$ cat config.mk
export PLATFORM = sky130hd
export DESIGN_NAME = regfile_sb
export DESIGN_NICKNAME = d
export VERILOG_FILES = /design/src/rtl/regfile_sb.sv
export SDC_FILE = /design/constraint.sdc
export NUM_CORES = 2
export LEC_CHECK = 0
export ABC_AREA = 1
export CAP_MARGIN = 10
export CORE_MARGIN = 5
export CORE_UTILIZATION = 40
export DETAILED_ROUTE_END_ITERATION = 10
export HOLD_SLACK_MARGIN = 0.03
export PLACE_DENSITY_LB_ADDON = 0.12
export SETUP_SLACK_MARGIN = 0.4
export SYNTH_ARGS = -nofsm -noshare
export SYNTH_HDL_FRONTEND = slang
export SYNTH_SLANG_ARGS = --single-unit
$ cat constraint.sdc
create_clock -name CLK -period 2.9 [get_ports CLK]
set_input_delay 0.435 -clock CLK [delete_from_list [all_inputs] [get_ports CLK]]
set_output_delay 0.435 -clock CLK [all_outputs]
set_load 0.005 [all_outputs]
$ cat src/rtl/regfile_sb.sv
// rtl/regfile_sb.sv - integer register file with write-first reads, pending-write scoreboard and observation taps
//
// Purpose:
//   Architectural register file between decode and writeback. Register 0 is
//   hard-wired to zero. Source reads are registered (one cycle latency) and,
//   when BYPASS is set, see a writeback landing on the same edge. A busy bit
//   per register tracks issued-but-not-written-back destinations and drives
//   a combinational RAW stall. A bank of taps mirrors a contiguous window of
//   registers every cycle.
//
// Ports:
//   CLK, RST_N         clock, asynchronous active-low reset
//   LdR, RD, DataR     writeback enable / destination / data
//   IssueV, IssueRd    decode issue of an instruction writing IssueRd
//   RdEn, RS1, RS2     read capture enable and source indices
//   ReadReg1/2         registered source data
//   Stall              combinational RAW hazard on RS1/RS2
//   BusyVec            pending-write bit per register
//   R_IO               registered taps, slice k = register IO_BASE+k

module regfile_sb #(
    parameter int XLEN    = 32,
    parameter int NREGS   = 32,
    parameter int NUM_IO  = 1,
    parameter int IO_BASE = 1,
    parameter int BYPASS  = 1,
    localparam int AW     = $clog2(NREGS)
) (
    input  logic                   CLK,
    input  logic                   RST_N,
    input  logic                   LdR,
    input  logic [AW-1:0]          RD,
    input  logic [XLEN-1:0]        DataR,
    input  logic                   IssueV,
    input  logic [AW-1:0]          IssueRd,
    input  logic                   RdEn,
    input  logic [AW-1:0]          RS1,
    input  logic [AW-1:0]          RS2,
    output logic [XLEN-1:0]        ReadReg1,
    output logic [XLEN-1:0]        ReadReg2,
    output logic                   Stall,
    output logic [NREGS-1:0]       BusyVec,
    output logic [NUM_IO*XLEN-1:0] R_IO
);

    // A writeback to idx at this edge is forwarded to readers of idx.
    // Register 0 never forwards, so it keeps reading as zero.
    function automatic logic fwd_hit(
        input logic          ldr,
        input logic [AW-1:0] rd,
        input logic [AW-1:0] idx
    );
        return (BYPASS != 0) && ldr && (rd == idx) && (idx != '0);
    endfunction

    logic [XLEN-1:0]        regs_q [NREGS];
    logic [XLEN-1:0]        rd1_q, rd1_d;
    logic [XLEN-1:0]        rd2_q, rd2_d;
    logic [NUM_IO*XLEN-1:0] tap_q, tap_d;
    logic [NREGS-1:0]       busy_q, busy_d;
    logic [NREGS-1:0]       issue_hot;
    logic [NREGS-1:0]       wb_hot;
    logic [XLEN-1:0]        rs1_val, rs2_val;
    logic                   wr_en;
    logic                   hz1, hz2;

    assign wr_en = LdR && (RD != '0);

    // Storage; entry 0 is never written so it stays zero after reset.
    always_ff @(posedge CLK or negedge RST_N) begin
        if (!RST_N) begin
            for (int i = 0; i < NREGS; i++) begin
                regs_q[i] <= '0;
            end
        end else if (wr_en) begin
            regs_q[RD] <= DataR;
        end
    end

    // Source values as seen at this edge (write-first when BYPASS is set).
    assign rs1_val = fwd_hit(LdR, RD, RS1) ? DataR : regs_q[RS1];
    assign rs2_val = fwd_hit(LdR, RD, RS2) ? DataR : regs_q[RS2];

    assign rd1_d = RdEn ? rs1_val : rd1_q;
    assign rd2_d = RdEn ? rs2_val : rd2_q;

    // Taps follow the same forwarding rule but update every cycle.
    for (genvar k = 0; k < NUM_IO; k++) begin : g_tap
        logic [AW-1:0] idx;
        assign idx = AW'(IO_BASE + k);
        assign tap_d[k*XLEN +: XLEN] = fwd_hit(LdR, RD, idx) ? DataR : regs_q[idx];
    end

    // Scoreboard next state: an issue beats a writeback to the same
    // register because the newly issued producer is still outstanding.
    always_comb begin
        issue_hot = '0;
        wb_hot    = '0;
        if (IssueV) begin
            issue_hot[IssueRd] = 1'b1;
        end
        if (LdR) begin
            wb_hot[RD] = 1'b1;
        end
        busy_d    = (busy_q & ~wb_hot) | issue_hot;
        busy_d[0] = 1'b0;
    end

    always_ff @(posedge CLK or negedge RST_N) begin
        if (!RST_N) begin
            rd1_q  <= '0;
            rd2_q  <= '0;
            tap_q  <= '0;
            busy_q <= '0;
        end else begin
            rd1_q  <= rd1_d;
            rd2_q  <= rd2_d;
            tap_q  <= tap_d;
            busy_q <= busy_d;
        end
    end

    // A source whose pending write is landing right now is forwarded, so it
    // is not a hazard when bypassing is enabled.
    assign hz1 = busy_q[RS1] && (RS1 != '0) && !fwd_hit(LdR, RD, RS1);
    assign hz2 = busy_q[RS2] && (RS2 != '0) && !fwd_hit(LdR, RD, RS2);

    assign Stall    = hz1 || hz2;
    assign BusyVec  = busy_q;
    assign ReadReg1 = rd1_q;
    assign ReadReg2 = rd2_q;
    assign R_IO     = tap_q;

endmodule

==> key figures <==
Outcome
  – Status: finished clean

Critical path
  – Crit-path max cell delay: 0.48 ns
  – Max FO, Critical Path: 4
  – Crit-path cells: o21ai_0, nand3_1, nand4_1, nand3_1, nand3_2, nand2_4, buf_6
  – Startpoint types: flip-flop
  – R2R Setup Slk: 1.17 ns
  – Reg2reg end: ReadReg1[18]
  – CP arrival: 2.12 ns
  – Most frequent CP cell: nand3_1
  – Critical path class: reg -> out
  – R2r startpoint: regs_q[1010]
  – Highest-delay cell along the critical path: dfrtp_2
  – Req. time, crit path: 2.47 ns
  – R2R depth: 9
  – Critical path endpoint category: output pin

Flow run
  – Max Cap Viol: 0

Synth
  – Synth top area cells: dfrtp_1, nand2_1, nand3_1
  – Leading area contributor after synthesis: dfrtp_1
  – Dominant synthesized flop cell: dfrtp_1
  – Ys async rst share: 100%
  – Syn Nets: 9134
  – Distinct cells, synth: 32
  – Syn Area/Cell: 6.98 um^2
  – Synth top cells by count: nand2_1, nand3_1, dfrtp_1
  – Top-count cell post-synth: nand2_1
  – Number of synthesized flops with an enable pin: 0
  – Sequential area share after synthesis: 45.5%
  – Post-synth top area share: 45.5%
  – Syn Std Cell Area: 63400 um^2
  – FF+latch count, synth: 1151
  – Synth Warn #: 0
  – Cell count after synthesis: 9077

Floorplanning
  – Rows: 146
  – Initial Util: 40.1%
  – Die ar.: 166000 um^2
  – Die Wd: 408 um
  – Die Height: 408 um
  – Core Region: 158000 um^2
  – I/O Pins: 186

Global route
  – Vias in the first global route: 58894
  – GRT Total Usage: 31.9%
  – Largest net degree at the start of global routing: 143
  – Gr ovfl total: 0
  – First-pass GRT wire length: 404000 um
  – Initial antenna violation count: 3

Finish
  – Share of cells above drive strength 1: 8.12%
  – Filler instances: 15844
  – Post-route cell area: 73400 um^2
  – Fin nets: 9050
  – Synth-to-layout area growth: 15.8%

Clocking
  – Clock Sinks: 1151
  – CTS tree: done
  – Root Buffer: clkbuf_16
  – H-tree levels: 4
  – Clock Latency Late Sink: 0.78 ns
  – CTS Buf Count: 141
  – CTS max path bufs: 3
  – Clk slew on worst S/H paths: 0.06 ns

Drt
  – DRT iter0 DRCs: 7994
  – Final ANT Viol Nets: 0
  – Wire per inst: 24.4 um
  – Via count: 63328
  – # DRC: 0
  – Final WL: 273000 um
  – Initial DRT Pass Iterations: 6
  – Vias/cell: 5.67

Hold path
  – Type of the worst min-delay path: in -> reg
  – Worst hold path depth: 3
  – Hold Startpoint: RdEn
  – Hold Crit Endpoint: ReadReg2[10]

STA
  – Worst Hold Slack: 0.112 ns
  – Slew headroom: 26.4%
  – Clk_skew: 0.0223 ns
  – Worst-Margin Slew: 1.10 ns
  – Fmax: 392 MHz
  – Period Utilization, post-route: 88.1%
  – Post-layout min period: 2.55 ns
  – Final Hold Viols: 0
  – # setup viols final: 0
  – RSZ-0062 raised after global routing: yes
  – Pins over their slew limit: 0

Power
  – Combinational share of power: 21.2%
  – Switching Share: 32.3%
  – Static leakage: 34.5 nW
  – Peak supply drop: 626 uV
  – Pint: 34.3 mW
  – Clock power frac: 36.0%
  – Sequential Power Share: 42.8%
  – NetSw: 16.4 mW
  – P per Cell Area: 690 nW/um^2

Placed design
  – Port Buf Inserts: 184
  – Routability congestion estimate: 0.912
  – Placed cell areas: 68500 um^2
  – Hpwl dp: 166000 um
## critical path, delay by kind of cell (launching register included)
kind | cells | cell delay [ns]
simple gates | 5 | 0.54
buf+inv | 1 | 0.14
flops | 1 | 0.48
compound gates | 1 | 0.18
## registers in the layout, summed over array words and instances, names as in the netlist
register / flops
regs_q: 1024
R_IO: 32
ReadReg2: 32
BusyVec: 31
ReadReg1: 32
## power groups by stage
stage               combinational, mW  sequential [mW]  clock [mW]
detailed placement               10.5             21.9           0
floorplan                        6.59             21.2           0
finish                           10.7             21.7        18.2
global placement                 10.3             21.8           0
global route                     12.1             22.0        19.1
CTS                              10.7             21.6        18.5
## metal layers
metal | vias to the layer above | track usage, % | wire length (um)
met2 | 3070 | 48.4 | 120000
met1 | 30593 | 45.6 | 118000
li1 | 29091 | - | -
met4 | 4 | 12.4 | 10600
met5 | - | 0 | 23
met3 | 570 | 5.68 | 24600
## cells in the final DEF (no fill, tap or decap), types with 3 or more instances in the layout
cell             count
o21ai_0            852
nor2_2               5
o21ai_1            217
nor2_8               7
nand3_1           1312
inv_8                4
dfrtp_1           1131
inv_2               51
buf_4              246
inv_1              491
or2_2                6
inv_6                5
clkinvlp_4           3
bufinv_16            9
nor2_4              24
clkdlybuf4s50_1    173
a21oi_1            434
clkbuf_1            35
o21ai_2             10
nand4_1              5
o22ai_1             11
clkbuf_8            30
clkinv_2            19
clkbuf_16          148
nand2_2              3
nor3_2              11
buf_12             120
nand3_2              4
nand2_1           3256
nor2_1             369
buf_8                4
o211ai_1            66
dfrtp_2             20
## how the worst max path moves through the flow
stage                startpoint     to
CTS                  BusyVec[5]  Stall
finish              BusyVec[24]  Stall
floorplan                RS1[1]  Stall
global placement         RS2[4]  Stall
global route         BusyVec[5]  Stall
detailed placement       RS2[4]  Stall
## per-stage QoR
step           setup slack (ns)  power (mW)  std cells  utilization, %  setup TNS, ns
3_5_place_dp             -0.223        32.3      10903            43.3         -0.223
6_report                  0.346        50.7      11173            46.5              0
4_1_cts                   0.328        50.7      11171            46.4              0
3_3_place_gp             -0.199        32.1      10903            43.3         -0.199
5_1_grt                   0.254        53.3      11171            46.4              0
2_1_floorplan             0.853        27.8       9077               -              0
## logic make-up after synthesis
family	share of synthesized area, %
mux	0.0355
compound gates	12.9
simple gates	32.8
buf+inv	8.74
flops	45.5
xor+xnor	0.0138
other cells	0.00592
## cell type report
class	instances	area, um^2	area share (%)
antenna	2	5.00	0.00682
clock buffer	213	4250	5.79
clock inverter	36	443	0.603
inverter	549	2090	2.85
multi-input combinational	6603	29100	39.7
sequential	1151	28800	39.3
tap	2072	2590	3.53
timing repair buffer	547	6070	8.27
## what timing repair did
item                                    in CTS  in global routing
pin swaps                                    7                  8
setup buffers                               18                  0
resized for setup                           39                  6
endpoints found under the setup margin       3                  1
endpoints found under the hold margin      308                  0
hold buffers                                 1                  0
Power figures use the tool's default switching activity.
